### src/rtl/wb_cpu_arbiter_if.sv
// Bundles the two CPU-side wishbone masters (DCMU = index 0, ICMU = index 1)
// and the single shared wishbone bus handled by wb_cpu_arbiter.
//   m_*  : per-master request fields (packed, master 0 in the low slice),
//          shared read data, per-master ack and timeout-error pulses.
//   s_*  : shared-bus request fields, plus read data and ack from the slave.
// Modport slave is the arbiter's view of the CPU masters.
// Modport master is the arbiter's view of the shared bus.
interface wb_cpu_arbiter_if;
  logic [1:0]  m_cyc_i;
  logic [1:0]  m_stb_i;
  logic [59:0] m_addr_i;
  logic [5:0]  m_cti_i;
  logic [3:0]  m_bte_i;
  logic [7:0]  m_sel_i;
  logic [1:0]  m_we_i;
  logic [63:0] m_data_i;
  logic [31:0] m_data_o;
  logic [1:0]  m_ack_o;
  logic [1:0]  m_err_o;

  logic        s_cyc_o;
  logic        s_stb_o;
  logic        s_we_o;
  logic [31:2] s_addr_o;
  logic [2:0]  s_cti_o;
  logic [1:0]  s_bte_o;
  logic [3:0]  s_sel_o;
  logic [31:0] s_data_o;
  logic [31:0] s_data_i;
  logic        s_ack_i;

  modport slave (
    input  m_cyc_i, m_stb_i, m_addr_i, m_cti_i, m_bte_i, m_sel_i, m_we_i, m_data_i,
    output m_data_o, m_ack_o, m_err_o
  );

  modport master (
    output s_cyc_o, s_stb_o, s_we_o, s_addr_o, s_cti_o, s_bte_o, s_sel_o, s_data_o,
    input  s_data_i, s_ack_i
  );
endinterface

### src/rtl/wb_cpu_arbiter.sv
// Two-master wishbone arbiter sharing one bus between the DCMU (master 0)
// and the ICMU (master 1).
//   clk  : single clock for all logic
//   rst  : synchronous, active-high reset
//   cpu  : CPU-side masters (wb_cpu_arbiter_if.slave)
//   bus  : shared wishbone bus (wb_cpu_arbiter_if.master)
// Parameter TIMEOUT (1..65535): stalled strobe cycles tolerated before the
// transfer is aborted and the owner receives a one-cycle m_err_o pulse.
// A grant lasts until the owner drops m_cyc_i; ties go to the master that
// did not win last time. One dead IDLE cycle separates consecutive owners.
module wb_cpu_arbiter #(
  parameter int unsigned TIMEOUT = 1024
) (
  input  logic              clk,
  input  logic              rst,
  wb_cpu_arbiter_if.slave   cpu,
  wb_cpu_arbiter_if.master  bus
);

  typedef enum logic [1:0] {IDLE, OWN, ABORT} state_t;

  state_t      state_q, state_d;
  logic        owner_q, owner_d;
  logic        last_q,  last_d;
  logic [15:0] stall_q, stall_d;
  logic [1:0]  err_q,   err_d;

  logic        own_cyc, own_stb, own_we;
  logic [29:0] own_addr;
  logic [2:0]  own_cti;
  logic [1:0]  own_bte;
  logic [3:0]  own_sel;
  logic [31:0] own_data;
  logic        in_own;
  logic        stalled;
  logic        winner;

  // Current owner's request fields.
  always_comb begin
    own_cyc  = cpu.m_cyc_i[owner_q];
    own_stb  = cpu.m_stb_i[owner_q];
    own_we   = cpu.m_we_i[owner_q];
    own_addr = owner_q ? cpu.m_addr_i[59:30] : cpu.m_addr_i[29:0];
    own_cti  = owner_q ? cpu.m_cti_i[5:3]    : cpu.m_cti_i[2:0];
    own_bte  = owner_q ? cpu.m_bte_i[3:2]    : cpu.m_bte_i[1:0];
    own_sel  = owner_q ? cpu.m_sel_i[7:4]    : cpu.m_sel_i[3:0];
    own_data = owner_q ? cpu.m_data_i[63:32] : cpu.m_data_i[31:0];
  end

  assign in_own = (state_q == OWN);

  // Shared-bus outputs follow the owner only while it holds the bus.
  always_comb begin
    bus.s_cyc_o  = in_own & own_cyc;
    bus.s_stb_o  = in_own & own_stb;
    bus.s_we_o   = in_own & own_we;
    bus.s_addr_o = in_own ? own_addr : '0;
    bus.s_cti_o  = in_own ? own_cti  : '0;
    bus.s_bte_o  = in_own ? own_bte  : '0;
    bus.s_sel_o  = in_own ? own_sel  : '0;
    bus.s_data_o = in_own ? own_data : '0;
  end

  // Ack is suppressed during reset so an interrupted transfer completes
  // neither with an ack nor with an error.
  always_comb begin
    cpu.m_data_o = bus.s_data_i;
    cpu.m_ack_o  = '0;
    if (in_own && !rst) cpu.m_ack_o[owner_q] = bus.s_ack_i;
    cpu.m_err_o  = err_q;
  end

  assign stalled = (in_own & own_stb) & ~bus.s_ack_i;
  assign winner  = (cpu.m_cyc_i == 2'b11) ? ~last_q : cpu.m_cyc_i[1];

  always_comb begin
    state_d = state_q;
    owner_d = owner_q;
    last_d  = last_q;
    stall_d = stall_q;
    err_d   = '0;

    if (stalled) begin
      if (stall_q != '1) stall_d = stall_q + 16'd1;
    end else begin
      stall_d = '0;
    end

    unique case (state_q)
      IDLE: begin
        if (|cpu.m_cyc_i) begin
          owner_d = winner;
          last_d  = winner;
          state_d = OWN;
        end
      end
      OWN: begin
        if (!own_cyc) begin
          state_d = IDLE;
        // Abort on the edge where the stall count reaches TIMEOUT; an ack
        // in that cycle clears "stalled", so the ack wins.
        end else if (stalled && ({1'b0, stall_q} + 17'd1 >= 17'(TIMEOUT))) begin
          err_d[owner_q] = 1'b1;
          state_d        = ABORT;
        end
      end
      ABORT: begin
        if (!own_cyc) state_d = IDLE;
      end
      default: state_d = IDLE;
    endcase
  end

  always_ff @(posedge clk) begin
    if (rst) begin
      state_q <= IDLE;
      owner_q <= 1'b0;
      last_q  <= 1'b1;
      stall_q <= '0;
      err_q   <= '0;
    end else begin
      state_q <= state_d;
      owner_q <= owner_d;
      last_q  <= last_d;
      stall_q <= stall_d;
      err_q   <= err_d;
    end
  end

endmodule

### src/flat_wrapper.sv
// flat-port wrapper written by rule: the top's interface ports become plain ports
module wb_cpu_arbiter_flat 
#(
  parameter int unsigned TIMEOUT = 1024
)
  (clk, rst, cpu_m_cyc_i, cpu_m_stb_i, cpu_m_addr_i, cpu_m_cti_i, cpu_m_bte_i, cpu_m_sel_i, cpu_m_we_i, cpu_m_data_i, cpu_m_data_o, cpu_m_ack_o, cpu_m_err_o, bus_s_cyc_o, bus_s_stb_o, bus_s_we_o, bus_s_addr_o, bus_s_cti_o, bus_s_bte_o, bus_s_sel_o, bus_s_data_o, bus_s_data_i, bus_s_ack_i);
  wb_cpu_arbiter_if cpu_i ();
  wb_cpu_arbiter_if bus_i ();
  input  logic clk;
  input  logic rst;
  input wire logic [$bits(cpu_i.m_cyc_i)-1:0] cpu_m_cyc_i;
  input wire logic [$bits(cpu_i.m_stb_i)-1:0] cpu_m_stb_i;
  input wire logic [$bits(cpu_i.m_addr_i)-1:0] cpu_m_addr_i;
  input wire logic [$bits(cpu_i.m_cti_i)-1:0] cpu_m_cti_i;
  input wire logic [$bits(cpu_i.m_bte_i)-1:0] cpu_m_bte_i;
  input wire logic [$bits(cpu_i.m_sel_i)-1:0] cpu_m_sel_i;
  input wire logic [$bits(cpu_i.m_we_i)-1:0] cpu_m_we_i;
  input wire logic [$bits(cpu_i.m_data_i)-1:0] cpu_m_data_i;
  output wire logic [$bits(cpu_i.m_data_o)-1:0] cpu_m_data_o;
  output wire logic [$bits(cpu_i.m_ack_o)-1:0] cpu_m_ack_o;
  output wire logic [$bits(cpu_i.m_err_o)-1:0] cpu_m_err_o;
  output wire logic [$bits(bus_i.s_cyc_o)-1:0] bus_s_cyc_o;
  output wire logic [$bits(bus_i.s_stb_o)-1:0] bus_s_stb_o;
  output wire logic [$bits(bus_i.s_we_o)-1:0] bus_s_we_o;
  output wire logic [$bits(bus_i.s_addr_o)-1:0] bus_s_addr_o;
  output wire logic [$bits(bus_i.s_cti_o)-1:0] bus_s_cti_o;
  output wire logic [$bits(bus_i.s_bte_o)-1:0] bus_s_bte_o;
  output wire logic [$bits(bus_i.s_sel_o)-1:0] bus_s_sel_o;
  output wire logic [$bits(bus_i.s_data_o)-1:0] bus_s_data_o;
  input wire logic [$bits(bus_i.s_data_i)-1:0] bus_s_data_i;
  input wire logic [$bits(bus_i.s_ack_i)-1:0] bus_s_ack_i;
  assign cpu_i.m_cyc_i = cpu_m_cyc_i;
  assign cpu_i.m_stb_i = cpu_m_stb_i;
  assign cpu_i.m_addr_i = cpu_m_addr_i;
  assign cpu_i.m_cti_i = cpu_m_cti_i;
  assign cpu_i.m_bte_i = cpu_m_bte_i;
  assign cpu_i.m_sel_i = cpu_m_sel_i;
  assign cpu_i.m_we_i = cpu_m_we_i;
  assign cpu_i.m_data_i = cpu_m_data_i;
  assign cpu_m_data_o = cpu_i.m_data_o;
  assign cpu_m_ack_o = cpu_i.m_ack_o;
  assign cpu_m_err_o = cpu_i.m_err_o;
  assign bus_s_cyc_o = bus_i.s_cyc_o;
  assign bus_s_stb_o = bus_i.s_stb_o;
  assign bus_s_we_o = bus_i.s_we_o;
  assign bus_s_addr_o = bus_i.s_addr_o;
  assign bus_s_cti_o = bus_i.s_cti_o;
  assign bus_s_bte_o = bus_i.s_bte_o;
  assign bus_s_sel_o = bus_i.s_sel_o;
  assign bus_s_data_o = bus_i.s_data_o;
  assign bus_i.s_data_i = bus_s_data_i;
  assign bus_i.s_ack_i = bus_s_ack_i;
  wb_cpu_arbiter #(.TIMEOUT(TIMEOUT)) u_core (.clk(clk), .rst(rst), .cpu(cpu_i), .bus(bus_i));
endmodule
### config.mk
export PLATFORM = sky130hd
export DESIGN_NAME = wb_cpu_arbiter_flat
export DESIGN_NICKNAME = d
export VERILOG_FILES = /design/src/rtl/wb_cpu_arbiter_if.sv /design/src/rtl/wb_cpu_arbiter.sv /design/src/flat_wrapper.sv
export SDC_FILE = /design/constraint.sdc
export NUM_CORES = 1
export LEC_CHECK = 0
export ABC_AREA = 1
export CAP_MARGIN = 20
export CORE_AREA = 2 2 113 115
export CTS_CLUSTER_DIAMETER = 30
export CTS_CLUSTER_SIZE = 14
export DETAILED_ROUTE_END_ITERATION = 10
export DIE_AREA = 0 0 115 117
export HOLD_SLACK_MARGIN = 0.05
export PLACE_DENSITY = 0.72
export SKIP_LAST_GASP = 1
export SYNTH_ARGS = -nofsm -noshare
export SYNTH_HDL_FRONTEND = slang
export SYNTH_SLANG_ARGS = --single-unit
### constraint.sdc
create_clock -name clk -period 1.3 [get_ports clk]
set_input_delay 0.195 -clock clk [delete_from_list [all_inputs] [get_ports clk]]
set_output_delay 0.195 -clock clk [all_outputs]
set_load 0.01 [all_outputs]
==> metrics <==
LEAKAGE=0.00272 uW; Layout Area Growth over Synthesis=148%; Synth Instances=between 400 and 500; Num CTS Buffers=3; Max VDD drop=0.000414 V; violated checks=setup timing; Hold WC Path Type=in -> out; Mapped Area=2420 um^2; status=complete, but fails checks; Hold WS=just under 0.4 ns; Nets=approximately 900; Final setup viols=96; Pwr per Cell Area=545 nW/um^2; Slew HR=between 70% and 80%; CTS tree=done; Placeable Area=about 12,000 um^2; clk sink count=22; CP max stage cell=dfxtp_4; Starting Density=about 20%; Synth area leader=nand2_1; root buf cell=clkbuf_16; via count=between 3,000 and 4,000; H-tree depth=1; Worst Path Arrival=approximately 1.5 ns; clock skew=approximately 0.0037 ns; Fmax=608 MHz; Iteration-0 DRC Markers=126; worst-margin pin slew=0.362 ns; critical path cell sequence=buf_12 > buf_12 > buf_8 > nand2_1 > a21oi_2 > buf_2; final hold viol count=0; num ports=293; Slew Viols, Final=0; Port Buffer Count=roughly 230; Yosys cell types=28; DRC viols=0; row cnt=41; most used cell, CP=buf_12; post-synth top area share=between 20 and 30%; most frequent cell after synthesis=nand2_1; final worst setup slack=-0.345 ns; Post-DP HPWL=roughly 11,000 um; Clock Latency Late Sink=about 0.26 ns; Die H=117 um; clock buffer depth=2; fin crit period=roughly 1.6 ns; die area=13,500 um^2; Power Total=3280 uW; Vias per Instance=4.55; total congestion overflow=0; max incr delay on CP=0.44 ns; DIE WIDTH=115 um; initial antenna violation count=0; drt pass-1 iters=6; largest net degree at the start of global routing=24; async set-reset flop share out of synthesis=0%; Post-synth top cells=nand2_1 (193), a21oi_1 (80), buf_4 (32); main flop type after synthesis=dfxtp_1; post-synthesis sequential element count=22; vias in the first global route=between 3,000 and 4,000; Syn Nets=between 600 and 700; count of hold-fix buffers inserted at cts=0; first-pass GRT wire length=slightly below 20,000 um; max-cap violations=0; layout cell share with drive strength beyond 1=43.8%; number of diodes=0; Yosys warnings=0; register area share after synthesis=18.2%; RSZ-0062 raised after global routing=true; Crit. End Element=output port; Total GRT Usage=19.2%; largest fanout on the critical path=7; gp weighted congestion=0.865; synth top area cells=nand2_1 (30%), dfxtp_1 (18%), a21oi_1 (17%); WS Path Type=reg -> out; Critical Path RT=between 1 and 1.5 ns; Tcrit/Tclk final=127%; EDFF count, synth=0; ANT nets after route=0; drt wl/cell=around 17 um; Worst-path clk slew=approximately 0.060 ns; DRT Wirelength=around 15,000 um; Avg Synthesized Cell Area=around 5.3 um^2; CP Launch Type=flip-flop
[layout make-up]
class                   count  area, um^2
clock buffers               4        88.8
fillers                  1173        6300
inverters                  29         140
multi-input cells         346        2090
flip-flops and latches     22         464
well taps                 150         188
repair buffers            314        3020
repair inverters            2        27.5
[per-layer routing]
metal	share of wire, %	vias up	GRT usage (%)
met3	6.8	28	3.66
li1	-	1936	-
met1	35	1776	21.4
met5	0	-	0
met2	55	206	37.6
met4	2.7	0	4.42
[through the flow]
stage	utilization, %	instance area, um^2	setup TNS (ns)	cells	setup WS [ns]
floorplan	-	2490	-4.05	454	-0.0781
global placement	41.5	5100	-39.15	831	-0.616
detailed placement	41.5	5100	-39.68	831	-0.610
CTS	43.8	5400	-23.75	853	-0.363
global route	48.8	6010	-30.06	867	-0.422
finish	48.8	6010	-24.29	867	-0.345
[timing repair]
item                                    in CTS  in global routing
gates resized for setup                    398                120
cloned                                       6                  4
endpoints found under the setup margin      96                 98
setup buffers                               12                 10
pin swaps                                   12                 32
[layout by cell type, fill, tap and decap left out, types with 7 or more instances in the layout]
master           instances
nand2_1                158
dfxtp_2                  7
buf_12                  12
clkdlybuf4s50_1        150
nor2_4                  10
a21oi_2                 54
nand3_1                  7
buf_6                   20
nand2_2                 29
buf_4                   47
dfxtp_1                 11
nand2_4                  9
clkbuf_16                7
a21oi_1                 22
buf_2                   67
nor2_1                  17
inv_1                   20
[state kept, by name (all words and copies together), names as in the netlist]
| register | count |
|---|---|
| u_core.cpu.m_err_o | 2 |
| u_core.owner_q | 1 |
| u_core.state_q | 2 |
| u_core.stall_q | 16 |
| u_core.last_q | 1 |
[critical path: cells and delay by family (launching register included)]
kind                   cells  cell delay [ns]
buffers and inverters      4             0.54
DFF                        1             0.44
AOI/OAI and AO/OA          1             0.13
and+or+nand+nor            1             0.07
[cell families (layout without fill, tap and decap cells)]
| logic type | count (synthesis) | after routing | synth area share (%) |
|---|---|---|---|
| buffers and inverters | 86 | 349 | 18.4 |
| AND/OR/NAND/NOR | 248 | 248 | 41.4 |
| AO/OA/AOI/OAI | 90 | 90 | 19.0 |
| adder cells (fa/ha/maj) | 1 | 1 | 0.516 |
| XOR/XNOR | 7 | 7 | 2.53 |
| flip-flops | 22 | 22 | 18.2 |
[final timing paths]
check | startpoint | endpoint | slack (ns) | cells after the start
max | u_core.owner_q | bus_s_addr_o[15] | -0.34 | 6
min | bus_s_data_i[19] | cpu_m_data_o[19] | 0.39 | 0
max reg2reg | u_core.owner_q | u_core.stall_q[2] | -0.32 | 9
min reg2reg | u_core.last_q | u_core.last_q | 0.46 | 2
[power breakdown]
group          total [uW]  switching [uW]  internal [uW]
combinational        1860             811           1050
clock                 726             255            470
sequential            693            14.7            678
total                3280            1080           2200
Note: power is estimated with default switching activity, not from simulation.
